[src/rtl/pad_attr_ctrl_pkg.sv]
// Shared constants for the pad attribute controller: register map, permit masks
// and field layout of the 32-bit attribute registers.
package pad_attr_ctrl_pkg;

   localparam int NMioPads     = 32;
   localparam int NDioPads     = 15;
   localparam int AttrDw       = 10;
   localparam int FieldsPerReg = 3;
   localparam int NRegs        = 17;

   localparam logic [6:0] RegenOffset    = 7'h00;
   localparam logic [6:0] DioPads0Offset = 7'h04;
   localparam logic [6:0] MioPads0Offset = 7'h18;
   localparam logic [6:0] LastOffset     = 7'h40;

   localparam int RegenIdx      = int'(RegenOffset >> 2);
   localparam int DioRegIdx0    = int'(DioPads0Offset >> 2);
   localparam int MioRegIdx0    = int'(MioPads0Offset >> 2);
   localparam int MioRegIdxLast = int'(LastOffset >> 2);

   // Entry i is the byte-permit mask of register i; MIO_PADS10 only spans three bytes.
   localparam logic [NRegs-1:0][3:0] RegPermit = {4'h7, {15{4'hF}}, 4'h1};

   localparam logic [31:0] RsvdMask        = 32'hC000_0000;
   localparam logic [31:0] MioLastRsvdMask = 32'hFFF0_0000;

   function automatic logic [4:0] reg_idx(input logic [6:0] addr);
      return addr[6:2];
   endfunction

endpackage

[src/rtl/pad_attr_field.sv]
// One pad attribute register: stores only the bits the pad wrapper can implement.
module pad_attr_field
   import pad_attr_ctrl_pkg::*;
(
   input  logic              clk,
   input  logic              rst_n,
   input  logic              we,
   input  logic [AttrDw-1:0] wdata,
   input  logic [AttrDw-1:0] warl,
   output logic [AttrDw-1:0] q
);

   always_ff @(posedge clk or negedge rst_n) begin
      if (!rst_n) begin
         q <= '0;
      end else if (we) begin
         q <= wdata & warl;
      end
   end

endmodule

[src/rtl/pad_attr_ctrl.sv]
// Register-mapped pad attribute controller: address decode, permit check, REGEN
// lock and response register around one pad_attr_field per MIO/DIO pad.
module pad_attr_ctrl
   import pad_attr_ctrl_pkg::*;
(
   input  logic                       clk_i,
   input  logic                       rst_ni,
   input  logic                       req_i,
   input  logic                       we_i,
   input  logic [6:0]                 addr_i,
   input  logic [31:0]                wdata_i,
   input  logic [3:0]                 be_i,
   output logic                       rvalid_o,
   output logic [31:0]                rdata_o,
   output logic                       err_o,
   input  logic [NMioPads*AttrDw-1:0] mio_warl_i,
   input  logic [NDioPads*AttrDw-1:0] dio_warl_i,
   output logic [NMioPads*AttrDw-1:0] mio_attr_o,
   output logic [NDioPads*AttrDw-1:0] dio_attr_o,
   output logic                       regen_o
);

   // Handshake: req_i is accepted every cycle (no ready); rvalid_o pulses exactly
   // one cycle after each req_i and qualifies rdata_o and err_o.

   logic [4:0]        idx;
   logic [3:0]        permit;
   logic              addr_ok, be_ok, acc_err;
   logic              wr_ok, attr_wr, regen_clr;
   logic              regen_q, rvalid_q, err_q;
   logic [31:0]       rdata_q, rd_word;
   logic [AttrDw-1:0] mio_q [NMioPads];
   logic [AttrDw-1:0] dio_q [NDioPads];
   logic              unused_wdata_rsvd;

   assign unused_wdata_rsvd = ^wdata_i[31:30];

   assign idx     = reg_idx(addr_i);
   assign addr_ok = (addr_i[1:0] == 2'b00) && (addr_i <= LastOffset);

   always_comb begin
      permit = 4'h0;
      if (int'(idx) < NRegs) begin
         permit = RegPermit[idx];
      end
   end

   // A write must enable every byte the register owns; reads ignore be_i.
   assign be_ok     = !we_i || ((permit & ~be_i) == 4'h0);
   assign acc_err   = !addr_ok || !be_ok;
   assign wr_ok     = req_i && we_i && !acc_err;
   assign attr_wr   = wr_ok && regen_q && (int'(idx) != RegenIdx);
   assign regen_clr = wr_ok && (int'(idx) == RegenIdx) && be_i[0] && !wdata_i[0];

   for (genvar p = 0; p < NDioPads; p++) begin : g_dio
      localparam int RegIdx = DioRegIdx0 + p / FieldsPerReg;
      localparam int Lsb    = (p % FieldsPerReg) * AttrDw;
      pad_attr_field u_field (
         .clk   (clk_i),
         .rst_n (rst_ni),
         .we    (attr_wr && (idx == 5'(RegIdx))),
         .wdata (wdata_i[Lsb +: AttrDw]),
         .warl  (dio_warl_i[p*AttrDw +: AttrDw]),
         .q     (dio_q[p])
      );
      assign dio_attr_o[p*AttrDw +: AttrDw] = dio_q[p];
   end

   for (genvar p = 0; p < NMioPads; p++) begin : g_mio
      localparam int RegIdx = MioRegIdx0 + p / FieldsPerReg;
      localparam int Lsb    = (p % FieldsPerReg) * AttrDw;
      pad_attr_field u_field (
         .clk   (clk_i),
         .rst_n (rst_ni),
         .we    (attr_wr && (idx == 5'(RegIdx))),
         .wdata (wdata_i[Lsb +: AttrDw]),
         .warl  (mio_warl_i[p*AttrDw +: AttrDw]),
         .q     (mio_q[p])
      );
      assign mio_attr_o[p*AttrDw +: AttrDw] = mio_q[p];
   end

   always_comb begin
      rd_word = '0;
      if (int'(idx) == RegenIdx) begin
         rd_word[0] = regen_q;
      end else if (int'(idx) < MioRegIdx0) begin
         for (int f = 0; f < FieldsPerReg; f++) begin
            rd_word[f*AttrDw +: AttrDw] = dio_q[(int'(idx) - DioRegIdx0) * FieldsPerReg + f];
         end
      end else if (int'(idx) <= MioRegIdxLast) begin
         for (int f = 0; f < FieldsPerReg; f++) begin
            if ((int'(idx) - MioRegIdx0) * FieldsPerReg + f < NMioPads) begin
               rd_word[f*AttrDw +: AttrDw] = mio_q[(int'(idx) - MioRegIdx0) * FieldsPerReg + f];
            end
         end
      end
   end

   always_ff @(posedge clk_i or negedge rst_ni) begin
      if (!rst_ni) begin
         rvalid_q <= 1'b0;
         err_q    <= 1'b0;
         rdata_q  <= '0;
         regen_q  <= 1'b1;
      end else begin
         rvalid_q <= req_i;
         err_q    <= req_i && acc_err;
         if (req_i && !we_i && !acc_err) begin
            rdata_q <= rd_word & ~((int'(idx) == MioRegIdxLast) ? MioLastRsvdMask : RsvdMask);
         end else begin
            rdata_q <= '0;
         end
         if (regen_clr) begin
            regen_q <= 1'b0;
         end
      end
   end

   assign rvalid_o = rvalid_q;
   assign err_o    = err_q;
   assign rdata_o  = rdata_q;
   assign regen_o  = regen_q;

endmodule

[config.mk]
export PLATFORM = sky130hd
export DESIGN_NAME = pad_attr_ctrl
export DESIGN_NICKNAME = d
export VERILOG_FILES = /design/src/rtl/pad_attr_ctrl_pkg.sv /design/src/rtl/pad_attr_field.sv /design/src/rtl/pad_attr_ctrl.sv
export SDC_FILE = /design/constraint.sdc
export NUM_CORES = 2
export LEC_CHECK = 0
export CAP_MARGIN = 15
export CORE_AREA = 3 3 402 404
export CTS_BUF_LIST = sky130_fd_sc_hd__clkbuf_4 sky130_fd_sc_hd__clkbuf_8
export DETAILED_ROUTE_END_ITERATION = 8
export DIE_AREA = 0 0 405 407
export PLACE_DENSITY = 0.42
export SLEW_MARGIN = 25
export SYNTH_ARGS = -nofsm -noshare
export SYNTH_HDL_FRONTEND = slang
export SYNTH_SLANG_ARGS = --single-unit
[constraint.sdc]
create_clock -name clk_i -period 5.94 [get_ports clk_i]
set_input_delay 1.188 -clock clk_i [delete_from_list [all_inputs] [get_ports clk_i]]
set_output_delay 1.188 -clock clk_i [all_outputs]
set_load 0.01 [all_outputs]
**Yosys cells after proc, flatten, opt, wreduce, memory -nomap -nowiden**

Memories as Yosys holds them, arrays and structs flattened.
Cells that the tools add are included.

- Add/sub/neg operators: 6
- $mul: 2
- Div/mod/pow operators: 0
- Magnitude comparators: 14
- Eq/ne operators: 17
- Shift operators: 0
- Mux-type cells: 29
- Bitwise gates (word level): 57
- Reductions and logical operators: 38

Operator list:

| kind | number |
|---|---|
| $and 10x10->10 | 47 |
| $not 32->32 | 7 |
| $bmux 10 s5 | 3 |
| $mux 10 | 15 |
| $bmux 10 s4 | 3 |
| $ge 32x5->1 const B | 3 |
| $ge 32x6->1 const B | 3 |
| $mux 30 | 3 |
| $lt 32x7->1 const B | 2 |
| $eq 5x4->1 const B | 8 |
| $and 30x32->32 | 1 |
| $mux 32 | 1 |
| $mux 29 | 1 |
| $logic_and 1x1->1 | 27 |
| $add 9x2->10 const B | 2 |
| $add 9x3->10 const B | 2 |
| $eq 5x3->1 const B | 4 |
| $mul 6x3->9 const B | 2 |
| $eq 5x2->1 const B | 2 |
| $eq 5x5->1 const B | 2 |
| $lt 9x7->1 const B | 1 |
| $mux 4 | 2 |
| $le 7x7->1 const B | 1 |
| $lt 5x6->1 const B | 1 |
| 15 further kinds | 20 |

- Bits in registers: 505
- Bits in latches: 0
- RAM bits: 0
- Memory bits (read-only): 128
- Input port bits: 517
- Output and inout bits: 505
- Word-level logic and storage cells: 215
- Memories kept: 1

Memories:

| memory | depth | width | read ports | clocked after memory_dff | wr ports | line | text |
|---|---|---|---|---|---|---|---|
| (no name shown) | 32 | 4 | 1 | 0 | 0 | pad_attr_ctrl.sv:44 | `permit = RegPermit[idx];` |

**Logic depth before layout (Yosys ltp)**

- Word-level depth: 13
- Gate-level depth with buffers: 20
- Depth with buffers taken out: 13

**Modules after synthesis**

From an unflattened synthesis, not the netlist that was laid out.

- Cells, all modules: 3,144
- Area total of the unflattened synthesis: 33,269.4 um^2

Modules (own cells, without submodules):

| module | instances | cells an instance | area an instance (um^2) | sequential area each (um^2) |
|---|---|---|---|---|
| pad_attr_field | 47 | 42 | 410.4 | 250.2 |
| pad_attr_ctrl | 1 | 1,170 | 13,980.9 | 827.0 |

**Worst setup path before layout**

Ideal clock, no wire load.

- Path kind: input to register
- Start: input addr_i[2]
- End: register rdata_q[20] (netlist: rdata_o[20])
- Setup time: 141 ps
- Arrival: 5,187 ps
- Data required time: 5,799 ps
- Path slack: 612 ps
- Stages: 17
- Path buffers: 6
- Path through: buf_2 > buf_2 > inv_2 > clkbuf_1 > clkbuf_1 > ha_1 > buf_2 > clkbuf_1 > inv_2 > ha_1 > ha_1 > xor2_1 > xnor3_1 > xor2_1 > mux4_2 > nand2_1 > o21ai_0

- Longest elaborated chain between the ends: 13
- Elaborated cells between the ends (all ways): 41
- Those cells by class: add/sub: 4; mul: 2; order compare: 5; eq/ne: 1; mux: 14; bitwise: 5; reduce/logical: 9; memory: 1

RTL lines:

| element | line | text |
|---|---|---|
| start: declaration | pad_attr_ctrl.sv:10 | `input logic [6:0] addr_i,` |
| branches (longest 12 deep; another with $lt 32x7->1) | - |  |
| $mux 32 (*) | pad_attr_ctrl.sv:109 | `if (req_i && !we_i && !acc_err) begin` |
| end signal: assignment | pad_attr_ctrl.sv:110 | `rdata_q <= rd_word & ~((int'(idx) == MioRegIdxLast) ? MioLastRsvdMask : RsvdMask);` |
| end: declaration | pad_attr_ctrl.sv:31 | `logic [31:0] rdata_q, rd_word;` |

Mark *: on every way between the ends. The select of a mux whose other input is x is not followed.
A chain may end at the register's enable or synchronous reset.

**Final worst setup path**

- Start: input addr_i[3]
- End: register rdata_q[18] (netlist: rdata_o[18])

- Longest elaborated chain between the ends: 13
- Elaborated cells between the ends (all ways): 38
- Those cells by class: add/sub: 4; mul: 2; order compare: 5; mux: 13; bitwise: 4; reduce/logical: 9; memory: 1

RTL lines:

| element | line |
|---|---|
| branches (longest 12 deep; another with $lt 32x7->1) | - |
| $mux 32 (*) | pad_attr_ctrl.sv:109 |

Marks and branches as above.

==> reports/metrics.yaml <==
avgRoutedWirePerCell_um: 36.5
required_ns: 6.62
synth_cell_types: 59
dpl-instance-area_um2: 44000
synth_cells: 3149
core_area_um2: 158000
crit_type: "in2reg"
cts-resized-gates: 0
synthXorXnorAreaFrac_pct: 0.684
synth_async_sr_flop_share_pct: 100
cts.reportedPaths.clkPinSlew_ns: 0.06
outcome: "complete, no violations"
grt_setup_unrepaired: "no"
yosys_warnings: 0
end_kind: "flop"
yosysTopAreaCell: "dfrtp_1"
cap_violations: 0
switching_power_mw: 3.15
cts.path.max_buffers: 3
hp-class: "in2async"
hold_violations: 0
final-instance-count-excl-fill: 6277
finalSetupTns_ns: 0
synth_compound_area_share_pct: 10.9
fin_crit_sh_pct: 77.7
wl_mm: 229
rows: 146
overflow: 0
setup_viol: 0
cts.htree.levels: 3
avgViaCountPerCell: 4.98
yosysTopAreaCellShare_pct: 40.0
synth_most_common_cell: "nand2_1"
max_slew.worst_pin.slew_ns: 1.16
synth-simple-area-share_pct: 15.5
cts-root-buf: "clkbuf_8"
syn2layout_area_growth_pct: 47.3
cts_tree: "built"
fin_crit_ns: 4.61
drc: 0
leakage_nw: 18.1
synth-seq-area-share_pct: 40.0
grt_antenna_before_repair: 68
p_sw_share_pct: 32.4
wl_met2_mm: 106
port_buffers: 1017
place_hpwl_mm: 180
synth-seq-cells: 503
worstPathMaxFanout: 23
die_h_um: 407
avgSynthCellArea_um2: 9.98
ant_nets: 0
holdBufCountCts: 0
grtUsageTotal_pct: 27.0
firstDrtPassIters: 5
power.density_nw_per_um2: 210
postLayoutCoreUtil_pct: 29.3
clock_latency_ns: 0.86
fp.dieW_um: 405
synth.cell_area_um2: 31400
synth_flop_cell: "dfrtp_1"
fmax_mhz: 217
highest_layer: "met5"
maxSlewViolCount: 0
synth_top_family_by_area: "multiplexers"
io_pins: 1022
initial_core_util_pct: 19.9
wl_met1_mm: 99.4
synth.area.top_cells: "dfrtp_1, mux4_2, nand2_1"
placedCellCount: 6065
drtIter0Drc: 3252
pwr-share-comb_pct: 22.6
grt_max_degree: 122
grt_pass1_wl_mm: 294
clkPwrFrac_pct: 42.0
place.gp.congestion: 0.940
synth_mux_area_share_pct: 28.2
die_area_um2: 165000
synth_edf_count: 0
synth_adder_area_share_pct: 0.939
max_slew_margin_pct: 22.7
power_frac_seq_pct: 35.4
worstPathArrival_ns: 5.30
ys_top_cells_by_count: "nand2_1, o21ai_0, dfrtp_1"
grt_pass1_vias: 29399
design_area_um2: 46300
finalNetCount: 4638
vias: 31248
cts_setup_buffers: 0
internal_power_mw: 6.56
wl_met3_mm: 16.6
vdd_ir_drop_max_uv: 211
startpoint_type: "input pin"
cts.sinks: 503
cts_made_buffers: 103
drive_above_1_share_pct: 16.7
fin_skew_ns: 0.0382
-- routing by layer --
layer | vias to the layer above | global-route usage [%]
met3 | 300 | 6.14
met2 | 1581 | 42.9
li1 | 13260 | -
met4 | 22 | 8.28
met1 | 16085 | 36.5
met5 | - | 0
-- placed cells by master (no fill, tap or decap), drive strengths merged, types with 29 or more instances in the layout --
cell type         n
nand2          1077
clkdlybuf4s50  1000
o21ai           522
dfrtp           502
mux4            357
clkbuf          160
buf             116
mux2i            75
a21oi            48
nor2             48
nand3            48
diode            31
a211oi           29
-- sequential cells by signal, indices dropped and copies added (netlist names) --
register	count
regen_o	1
g_mio.u_field.q	320
rvalid_o	1
rdata_o	30
g_dio.u_field.q	150
err_o	1
-- cell type report --
type / instances / area (um^2)
diodes: 31 / 77.6
fillers: 16734 / 112000
multi-input cells: 2362 / 17800
clock inverters: 21 / 249
repair buffers: 1116 / 11000
well taps: 2072 / 2590
clock buffers: 160 / 1950
inverters: 12 / 45.0
flip-flops and latches: 503 / 12600
-- stage by stage --
step                      setup WS [ns]  hold slack, ns  power [mW]
final                              1.33           0.324        9.70
after floorplan                   0.612           0.542        4.58
after global placement            0.439           0.510        5.70
after global routing               1.07           0.319        10.1
after CTS                          1.40           0.299        9.85
after detailed placement          0.482           0.524        5.70
-- cell families (layout without fill, tap and decap cells) --
kind of cell,after synthesis,in the layout
XOR/XNOR,23,23
buffers and inverters,285,1309
other,1,33
AO/OA/AOI/OAI,645,645
flip-flops,503,503
AND/OR/NAND/NOR,1231,1231
multiplexers,438,438
adder cells (fa/ha/maj),23,23
-- critical path: stages --
cell and delay, ns:
clkdlybuf4s50_1 0.50, inv_1 0.14, ha_1 0.37, xnor2_1 0.16, ha_1 0.20, inv_1 0.07, fa_1 0.52, xor2_4 0.30
buf_4 0.48, nor3b_1 0.10, buf_4 0.19, nand4_1 0.12, nand3_1 0.09, o21ai_1 0.64, o22ai_1 0.21
-- power by group through the flow --
stage / Combinational, mW / Sequential (mW) / Clock, mW
4_1_cts: 2.22 / 3.43 / 4.20
6_report: 2.20 / 3.43 / 4.07
3_5_place_dp: 2.21 / 3.49 / 0
3_3_place_gp: 2.21 / 3.49 / 0
5_1_grt: 2.33 / 3.43 / 4.33
2_1_floorplan: 1.09 / 3.49 / 0
-- path summary, 6_finish.rpt --
check / startpoint / end / slack [ns] / depth (start not counted)
max in group asynchronous: rst_ni / g_mio[28].u_field.q[2] / 4.23 / 2
setup / recovery: addr_i[3] / rdata_o[18] / 1.33 / 15
min in group clk_i: g_dio[12].u_field.q[3] / g_dio[12].u_field.q[3] / 0.54 / 2
hold / removal: rst_ni / g_dio[4].u_field.q[9] / 0.32 / 1
hold reg to reg: g_dio[12].u_field.q[3] / g_dio[12].u_field.q[3] / 0.54 / 2
setup reg to reg: g_mio[3].u_field.q[0] / rdata_o[0] / 3.35 / 8
(Power assumes the default switching activity.)
